**src/rtl/cronometro_lap_if.sv**
```systemverilog
// Keypad command bus and lap FIFO read port of the stopwatch.
// The master drives commands and pops laps; the slave is the stopwatch itself.
interface cronometro_lap_if #(
  parameter int SEC_W     = 10,
  parameter int LAP_DEPTH = 4
);
  localparam int CW = $clog2(LAP_DEPTH + 1);

  logic [3:0]       cmd;
  logic             cmd_valid;
  logic [SEC_W-1:0] preset_secs;
  logic             lap_rd;
  logic             lap_valid;
  logic [SEC_W+3:0] lap_data;
  logic [CW-1:0]    lap_count;
  logic             lap_ovf;

  modport master (
    output cmd, cmd_valid, preset_secs, lap_rd,
    input  lap_valid, lap_data, lap_count, lap_ovf
  );

  modport slave (
    input  cmd, cmd_valid, preset_secs, lap_rd,
    output lap_valid, lap_data, lap_count, lap_ovf
  );
endinterface

```
**src/rtl/cronometro_lap.sv**
```systemverilog
// Keypad-driven stopwatch with a count-down preset, split display and lap FIFO.
// state | meaning:  IDLE cleared | RUN counting, live | LAP counting, frozen | HOLD stopped
module cronometro_lap #(
  parameter int CLK_DIV   = 5000000,
  parameter int SEC_W     = 10,
  parameter int SEC_MAX   = 999,
  parameter int LAP_DEPTH = 4
) (
  input  logic              clk,
  input  logic              rst_n,
  cronometro_lap_if.slave   bus,
  output logic [3:0]        disp_tenths,
  output logic [SEC_W-1:0]  disp_secs,
  output logic              running,
  output logic              frozen,
  output logic              down_mode,
  output logic              done,
  output logic              wrap
);
  localparam int DW = (CLK_DIV > 2) ? $clog2(CLK_DIV) : 1;
  localparam int AW = $clog2(LAP_DEPTH);
  localparam int CW = $clog2(LAP_DEPTH + 1);
  localparam logic [DW-1:0]    DIV_LAST = DW'(CLK_DIV - 1);
  localparam logic [SEC_W-1:0] SEC_TOP  = SEC_W'(SEC_MAX);
  localparam logic [3:0] C_CLEAR = 4'd10, C_RUN = 4'd11, C_LAP = 4'd12,
                         C_STOP = 4'd13, C_LOAD = 4'd14;

  typedef enum logic [1:0] {S_IDLE, S_RUN, S_LAP, S_HOLD} state_t;

  state_t           state, nxt_state, t_state;
  logic [3:0]       tenths, nxt_tenths, t_tenths, nxt_dt;
  logic [SEC_W-1:0] secs, nxt_secs, t_secs, nxt_ds;
  logic [DW-1:0]    div, nxt_div;
  logic             nxt_down, nxt_done, nxt_wrap, t_done, t_wrap;
  logic             tick, counting, push, flush;

  logic [SEC_W+3:0] mem [LAP_DEPTH];
  logic [AW-1:0]    wr_ptr, rd_ptr;
  logic [CW-1:0]    fcnt;
  logic             ovf, do_pop, do_push, full;

  assign counting = (state == S_RUN) || (state == S_LAP);
  assign tick     = counting && (div == DIV_LAST);
  assign running  = counting;
  assign frozen   = (state == S_LAP);

  always_comb begin
    t_state  = state;
    t_tenths = tenths;
    t_secs   = secs;
    t_done   = 1'b0;
    t_wrap   = 1'b0;
    nxt_div  = div;
    if (counting) nxt_div = tick ? '0 : div + 1'b1;
    // The tick is resolved first; commands below then act on the post-tick count.
    if (tick) begin
      if (!down_mode) begin
        if (tenths == 4'd9) begin
          t_tenths = 4'd0;
          if (secs == SEC_TOP) begin
            t_secs = '0;
            t_wrap = 1'b1;
          end else begin
            t_secs = secs + 1'b1;
          end
        end else begin
          t_tenths = tenths + 4'd1;
        end
      end else if (tenths != 4'd0 || secs != '0) begin
        if (tenths == 4'd0) begin
          t_tenths = 4'd9;
          t_secs   = secs - 1'b1;
        end else begin
          t_tenths = tenths - 4'd1;
        end
        if (t_tenths == 4'd0 && t_secs == '0) begin
          t_done  = 1'b1;
          t_state = S_HOLD;
        end
      end else begin
        t_state = S_HOLD;
      end
    end

    nxt_state  = t_state;
    nxt_tenths = t_tenths;
    nxt_secs   = t_secs;
    nxt_down   = down_mode;
    nxt_done   = t_done;
    nxt_wrap   = t_wrap;
    push       = 1'b0;
    flush      = 1'b0;
    if (bus.cmd_valid) begin
      case (bus.cmd)
        C_CLEAR: begin
          nxt_state  = S_IDLE;
          nxt_tenths = 4'd0;
          nxt_secs   = '0;
          nxt_div    = '0;
          nxt_down   = 1'b0;
          nxt_done   = 1'b0;
          nxt_wrap   = 1'b0;
          flush      = 1'b1;
        end
        C_RUN:  if (t_state != S_RUN) nxt_state = S_RUN;
        C_LAP: begin
          if (t_state == S_RUN || t_state == S_LAP) begin
            nxt_state = S_LAP;
            push      = 1'b1;
          end
        end
        C_STOP: if (t_state == S_RUN || t_state == S_LAP) nxt_state = S_HOLD;
        C_LOAD: begin
          if (state == S_IDLE || state == S_HOLD) begin
            nxt_state  = S_HOLD;
            nxt_tenths = 4'd0;
            nxt_secs   = bus.preset_secs;
            nxt_div    = '0;
            nxt_down   = 1'b1;
          end
        end
        default: ;
      endcase
    end

    nxt_dt = nxt_tenths;
    nxt_ds = nxt_secs;
    if (nxt_state == S_LAP && !push) begin
      nxt_dt = disp_tenths;
      nxt_ds = disp_secs;
    end
  end

  always_ff @(posedge clk or negedge rst_n) begin
    if (!rst_n) begin
      state       <= S_IDLE;
      tenths      <= 4'd0;
      secs        <= '0;
      div         <= '0;
      down_mode   <= 1'b0;
      disp_tenths <= 4'd0;
      disp_secs   <= '0;
      done        <= 1'b0;
      wrap        <= 1'b0;
    end else begin
      state       <= nxt_state;
      tenths      <= nxt_tenths;
      secs        <= nxt_secs;
      div         <= nxt_div;
      down_mode   <= nxt_down;
      disp_tenths <= nxt_dt;
      disp_secs   <= nxt_ds;
      done        <= nxt_done;
      wrap        <= nxt_wrap;
    end
  end

  // A pop frees the slot a same-cycle push into a full FIFO needs.
  assign full    = (fcnt == CW'(LAP_DEPTH));
  assign do_pop  = bus.lap_rd && (fcnt != '0) && !flush;
  assign do_push = push && (!full || do_pop);

  always_ff @(posedge clk or negedge rst_n) begin
    if (!rst_n) begin
      wr_ptr <= '0;
      rd_ptr <= '0;
      fcnt   <= '0;
      ovf    <= 1'b0;
    end else if (flush) begin
      wr_ptr <= '0;
      rd_ptr <= '0;
      fcnt   <= '0;
      ovf    <= 1'b0;
    end else begin
      if (do_push) wr_ptr <= wr_ptr + 1'b1;
      if (do_pop)  rd_ptr <= rd_ptr + 1'b1;
      if (do_push && !do_pop)      fcnt <= fcnt + 1'b1;
      else if (do_pop && !do_push) fcnt <= fcnt - 1'b1;
      if (push && !do_push) ovf <= 1'b1;
    end
  end

  always_ff @(posedge clk) begin
    if (do_push) mem[wr_ptr] <= {t_secs, t_tenths};
  end

  assign bus.lap_valid = (fcnt != '0);
  assign bus.lap_count = fcnt;
  assign bus.lap_ovf   = ovf;
  assign bus.lap_data  = (fcnt != '0) ? mem[rd_ptr] : '0;
endmodule

```
**src/flat_wrapper.sv**
```systemverilog
// flat-port wrapper written by rule: the top's interface ports become plain ports
module cronometro_lap_flat 
#(
  parameter int CLK_DIV   = 5000000,
  parameter int SEC_W     = 10,
  parameter int SEC_MAX   = 999,
  parameter int LAP_DEPTH = 4
)
  (clk, rst_n, disp_tenths, disp_secs, running, frozen, down_mode, done, wrap, bus_cmd, bus_cmd_valid, bus_preset_secs, bus_lap_rd, bus_lap_valid, bus_lap_data, bus_lap_count, bus_lap_ovf);
  cronometro_lap_if #(.SEC_W(SEC_W), .LAP_DEPTH(LAP_DEPTH)) bus_i ();
  input  logic clk;
  input  logic rst_n;
  output logic [3:0] disp_tenths;
  output logic [SEC_W-1:0] disp_secs;
  output logic running;
  output logic frozen;
  output logic down_mode;
  output logic done;
  output logic wrap;
  input wire logic [$bits(bus_i.cmd)-1:0] bus_cmd;
  input wire logic [$bits(bus_i.cmd_valid)-1:0] bus_cmd_valid;
  input wire logic [$bits(bus_i.preset_secs)-1:0] bus_preset_secs;
  input wire logic [$bits(bus_i.lap_rd)-1:0] bus_lap_rd;
  output wire logic [$bits(bus_i.lap_valid)-1:0] bus_lap_valid;
  output wire logic [$bits(bus_i.lap_data)-1:0] bus_lap_data;
  output wire logic [$bits(bus_i.lap_count)-1:0] bus_lap_count;
  output wire logic [$bits(bus_i.lap_ovf)-1:0] bus_lap_ovf;
  assign bus_i.cmd = bus_cmd;
  assign bus_i.cmd_valid = bus_cmd_valid;
  assign bus_i.preset_secs = bus_preset_secs;
  assign bus_i.lap_rd = bus_lap_rd;
  assign bus_lap_valid = bus_i.lap_valid;
  assign bus_lap_data = bus_i.lap_data;
  assign bus_lap_count = bus_i.lap_count;
  assign bus_lap_ovf = bus_i.lap_ovf;
  cronometro_lap #(.CLK_DIV(CLK_DIV), .SEC_W(SEC_W), .SEC_MAX(SEC_MAX), .LAP_DEPTH(LAP_DEPTH)) u_core (.clk(clk), .rst_n(rst_n), .bus(bus_i), .disp_tenths(disp_tenths), .disp_secs(disp_secs), .running(running), .frozen(frozen), .down_mode(down_mode), .done(done), .wrap(wrap));
endmodule
```
**config.mk**
```make
export PLATFORM = sky130hd
export DESIGN_NAME = cronometro_lap_flat
export DESIGN_NICKNAME = d
export VERILOG_FILES = /design/src/rtl/cronometro_lap_if.sv /design/src/rtl/cronometro_lap.sv /design/src/flat_wrapper.sv
export SDC_FILE = /design/constraint.sdc
export NUM_CORES = 1
export LEC_CHECK = 0
export ABC_CLOCK_PERIOD_IN_PS = 5050
export BUFFER_PORTS_ARGS = -buffer_cell sky130_fd_sc_hd__clkbuf_2
export CAP_MARGIN = 20
export CELL_PAD_IN_SITES_DETAIL_PLACEMENT = 0
export CELL_PAD_IN_SITES_GLOBAL_PLACEMENT = 1
export CORE_MARGIN = 3
export CORE_UTILIZATION = 37
export CTS_CLUSTER_SIZE = 10
export DETAILED_ROUTE_END_ITERATION = 8
export GPL_TIMING_DRIVEN = 0
export PLACE_DENSITY = 0.72
export SYNTH_ARGS = -nofsm -noshare
export SYNTH_HDL_FRONTEND = slang
export SYNTH_SLANG_ARGS = --single-unit
```
**constraint.sdc**
```tcl
create_clock -name clk -period 5.05 [get_ports clk]
set_input_delay 0.505 -clock clk [delete_from_list [all_inputs] [get_ports clk]]
set_output_delay 0.505 -clock clk [all_outputs]
set_load 0.03 [all_outputs]
```
==> flow_metrics.tcl <==
set metrics [dict create \
    drt_iter0_drc 363 \
    hold_start "bus_preset_secs[8]" \
    cts_tree "yes" \
    wl_met2_um 8330 \
    met1_length_um 7740 \
    r2r_start "u_core.secs[0]" \
    clk_latency_ns 0.42 \
    rsz0062_at_grt "false" \
    synthArstFlopShare 0.533 \
    path_cells "clkbuf_1 -> inv_1 -> ha_1 -> o21bai_1 -> a311o_1 -> o311a_1 -> or4_1 -> a211oi_2 -> nor2_1 -> ha_1 -> nor2_1 -> nand4_1 -> buf_4 -> a31oi_4 -> ha_1 -> fa_1 -> nor2_1 -> a21oi_1 -> nor2_1" \
    max_stage_delay_ns 0.58 \
    num_rows 47 \
    remaining_drc_errors 0 \
    path_max_fanout 10 \
    cts-root-buf "clkbuf_16" \
    regToRegSetupSlack_ns 0.25 \
    diodes 0 \
    rr_worst_depth 19 \
    p_seq_frac 0.361 \
    die_h_um 138 \
    dieWidth_um 138 \
    syn_inst 570 \
    status "complete, no violations" \
    arrival_ns 5.14 \
    ios 56 \
    cts_made_buffers 17 \
    grt_max_degree 54 \
    maxSlewHeadroom 0.333 \
    criticalPathCategory "reg -> reg" \
    synth_area_mm2 0.00649 \
    grt_pass1_wl_um 28200 \
    multi_input_area_mm2 0.00302 \
    synth-main-ff-cell "dfrtp_1" \
    p_switching_w 0.00107 \
    finalWirelength_um 17500 \
    h-tree-depth 4 \
    fin_crit_ns 4.80 \
    drive_gt1_frac 0.222 \
    p_leak_nw 3.07 \
    track_usage 0.188 \
    ant_nets 0 \
    syn-num-nets 602 \
    p_int_w 0.00210 \
    drt-pass1-iter-count 5 \
    grt-ovfl-total 0 \
    maxCapViolCount 0 \
    setup_violations 0 \
    final_util 0.453 \
    timing.final.crit_share 0.950 \
    synth_edf_count 56 \
    via_per_inst 5.58 \
    place.gp.congestion 0.905 \
    fillers 1564 \
    cp_slowest_cell "or4_1" \
    yosysSeqAreaShare 0.506 \
    antenna_found_initial 0 \
    hold_depth 3 \
    p_per_area_mw_per_mm2 416 \
    peakVddDrop_mv 0.298 \
    yosys_warnings 0 \
    cts.path.max_buffers 2 \
    portBuffers 53 \
    maxUsedRoutingLayer "met4" \
    start_kind "flip-flop" \
    slew_viol_final 0 \
    grt_pass1_vias 4919 \
    hold_path_end "u_core.secs[8]" \
    syn_avg_cell_area_um2 11.4 \
    fin_skew_ns 0.0108 \
    core-area_mm2 0.0169 \
    nNetsFinal 678 \
    vias 4907 \
    path_common_cell "nor2_1" \
    hpwl_um 12600 \
    sw_frac_of_total 0.338 \
    wl_met3_um 1150 \
    synth-seq-cells 120 \
    numClockSinks 120 \
    worst_setup_path_end_kind "flip-flop" \
    worst_pin_slew_ns 0.992 \
    worstPathRequired_ns 5.40 \
    hold_viol_final 0 \
    syn2layout_area_growth_pct 17.7 \
    yosysUniqueCellTypes 84 \
    die_area_mm2 0.0192 \
    hold_class "in -> reg" \
    path_clk_slew_ns 0.06 \
    r2r_end "u_core.bus.lap_count[1]" \
    p_comb_frac 0.291 \
    fmax_mhz 209 \
    initial_core_util 0.384 \
    routedWlPerCell_um 19.9 \
    fin_setup_tns_ns 0 \
    regArea_mm2 0.00328 \
    pwr-share-clk 0.348 \
]
-- synth_stat cells, types with 3 or more instances --
cell type / number / share of area
a21oi_1: 19 / 0.015
nand3_1: 28 / 0.022
buf_2: 7 / 0.0054
or3_1: 6 / 0.0058
o31ai_1: 5 / 0.0058
and3_1: 9 / 0.0087
clkbuf_1: 21 / 0.012
and4_1: 5 / 0.0067
ha_1: 13 / 0.025
o22ai_1: 4 / 0.0039
nor3_1: 4 / 0.0031
mux2_4: 10 / 0.023
dfrtp_1: 64 / 0.25
nor4_1: 6 / 0.0058
o211ai_1: 5 / 0.0058
inv_1: 14 / 0.0081
xor2_1: 17 / 0.023
nor2_1: 55 / 0.032
or4_1: 4 / 0.0046
xnor2_1: 10 / 0.013
and2_1: 28 / 0.027
mux4_2: 14 / 0.049
a2bb2oi_1: 3 / 0.0041
a31oi_1: 5 / 0.0048
mux2_1: 3 / 0.0052
nand2_1: 34 / 0.020
nand4_1: 16 / 0.015
o21a_1: 4 / 0.0046
o21ai_1: 3 / 0.0023
a22o_1: 6 / 0.0081
edfxtp_1: 56 / 0.26
inv_2: 3 / 0.0017
nor2b_1: 9 / 0.0087
nor3b_1: 3 / 0.0035
o21ai_0: 12 / 0.0093
-- layer usage --
metal  GRT usage  vias to the layer above
li1            -                     2282
met1       0.251                     2417
met2       0.303                      187
met3      0.0425                       21
met4      0.0634                        0
met5           0                        -
-- logic make-up (layout without fill, tap and decap cells) --
family | Yosys count | in the layout | synth area share
xor gates and xnor gates | 27 | 27 | 0.0364
DFF | 120 | 120 | 0.506
adders and majority gates | 14 | 14 | 0.0282
buffers and inverters | 50 | 139 | 0.0320
AOI/OAI and AO/OA | 95 | 95 | 0.107
and+or+nand+nor | 234 | 234 | 0.209
muxes | 30 | 30 | 0.0818
-- state kept, by name, summed over array words and instances (netlist names) --
register,flops
u_core.bus.lap_count,3
u_core.bus.lap_ovf,1
u_core.disp_secs,10
u_core.disp_tenths,4
u_core.div,23
u_core.done,1
u_core.down_mode,1
u_core.mem,56
u_core.rd_ptr,2
u_core.secs,10
u_core.state,2
u_core.tenths,4
u_core.wr_ptr,2
u_core.wrap,1
-- layout make-up --
| class | count | area share |
|---|---|---|
| inverters | 18 | 0.00884 |
| plain buffers | 32 | 0.0183 |
| clock inverters | 9 | 0.0102 |
| repair buffers | 57 | 0.0419 |
| multi-input cells | 400 | 0.395 |
| clock buffers | 23 | 0.0599 |
| well taps | 220 | 0.0360 |
| flip-flops and latches | 120 | 0.430 |
-- metrics by stage --
step / cells / setup slack, ns / instance area (um^2) / total power (W) / hold WS, ns
final: 879 / 0.255 / 7640 / 0.00318 / 0.345
after CTS: 879 / 0.295 / 7640 / 0.00321 / 0.334
after global routing: 879 / 0.0138 / 7640 / 0.00333 / 0.347
after floorplan: 570 / 0.705 / 6490 / 0.00182 / 0.209
after detailed placement: 844 / -0.206 / 7060 / 0.00209 / 0.412
after global placement: 843 / -0.219 / 7030 / 0.00209 / 0.485
-- cells in the final DEF, fill, tap and decap left out, drive strengths merged, types with 15 or more instances in the layout --
cell and n:
edfxtp 56, nand4 16, nor2 55, inv 17
clkbuf 97, and2 28, o21ai 15, nand2 36
a21oi 19, xor2 17, dfrtp 64, nand3 28
-- worst max-delay path by stage --
stage,startpoint,end,slack (ns),cells past startpoint
2_1_floorplan,u_core.secs[0],u_core.bus.lap_count[1],0.70,18
3_3_place_gp,u_core.secs[0],u_core.mem[0][9],-0.22,14
3_5_place_dp,u_core.secs[0],u_core.mem[3][11],-0.21,14
4_1_cts,u_core.secs[0],u_core.bus.lap_count[1],0.29,19
5_1_grt,u_core.secs[0],u_core.bus.lap_count[1],0.01,19
6_report,u_core.secs[0],u_core.bus.lap_count[1],0.25,19
-- critical path, delay by kind of cell (launching register included) --
family | cells | cell delay (ns)
fa+ha+maj | 4 | 1.31
compound gates | 6 | 1.31
simple gates | 6 | 1.08
buf+inv | 3 | 0.66
flops | 1 | 0.35
-- power by group through the flow --
stage,combinational [W],sequential [W],clock (W)
floorplan,0.000625,0.00120,0
global placement,0.000923,0.00116,0
detailed placement,0.000927,0.00116,0
CTS,0.000937,0.00115,0.00113
finish,0.000924,0.00115,0.00111
global route,0.00101,0.00115,0.00117
-- timing repair --
item,4_1_cts,5_1_grt
setup buffers,2,0
endpoints found under the hold margin,11,0
gates resized for setup,6,0
hold buffers,1,0
endpoints found under the setup margin,58,0
Note: power is estimated with default switching activity, not from simulation.
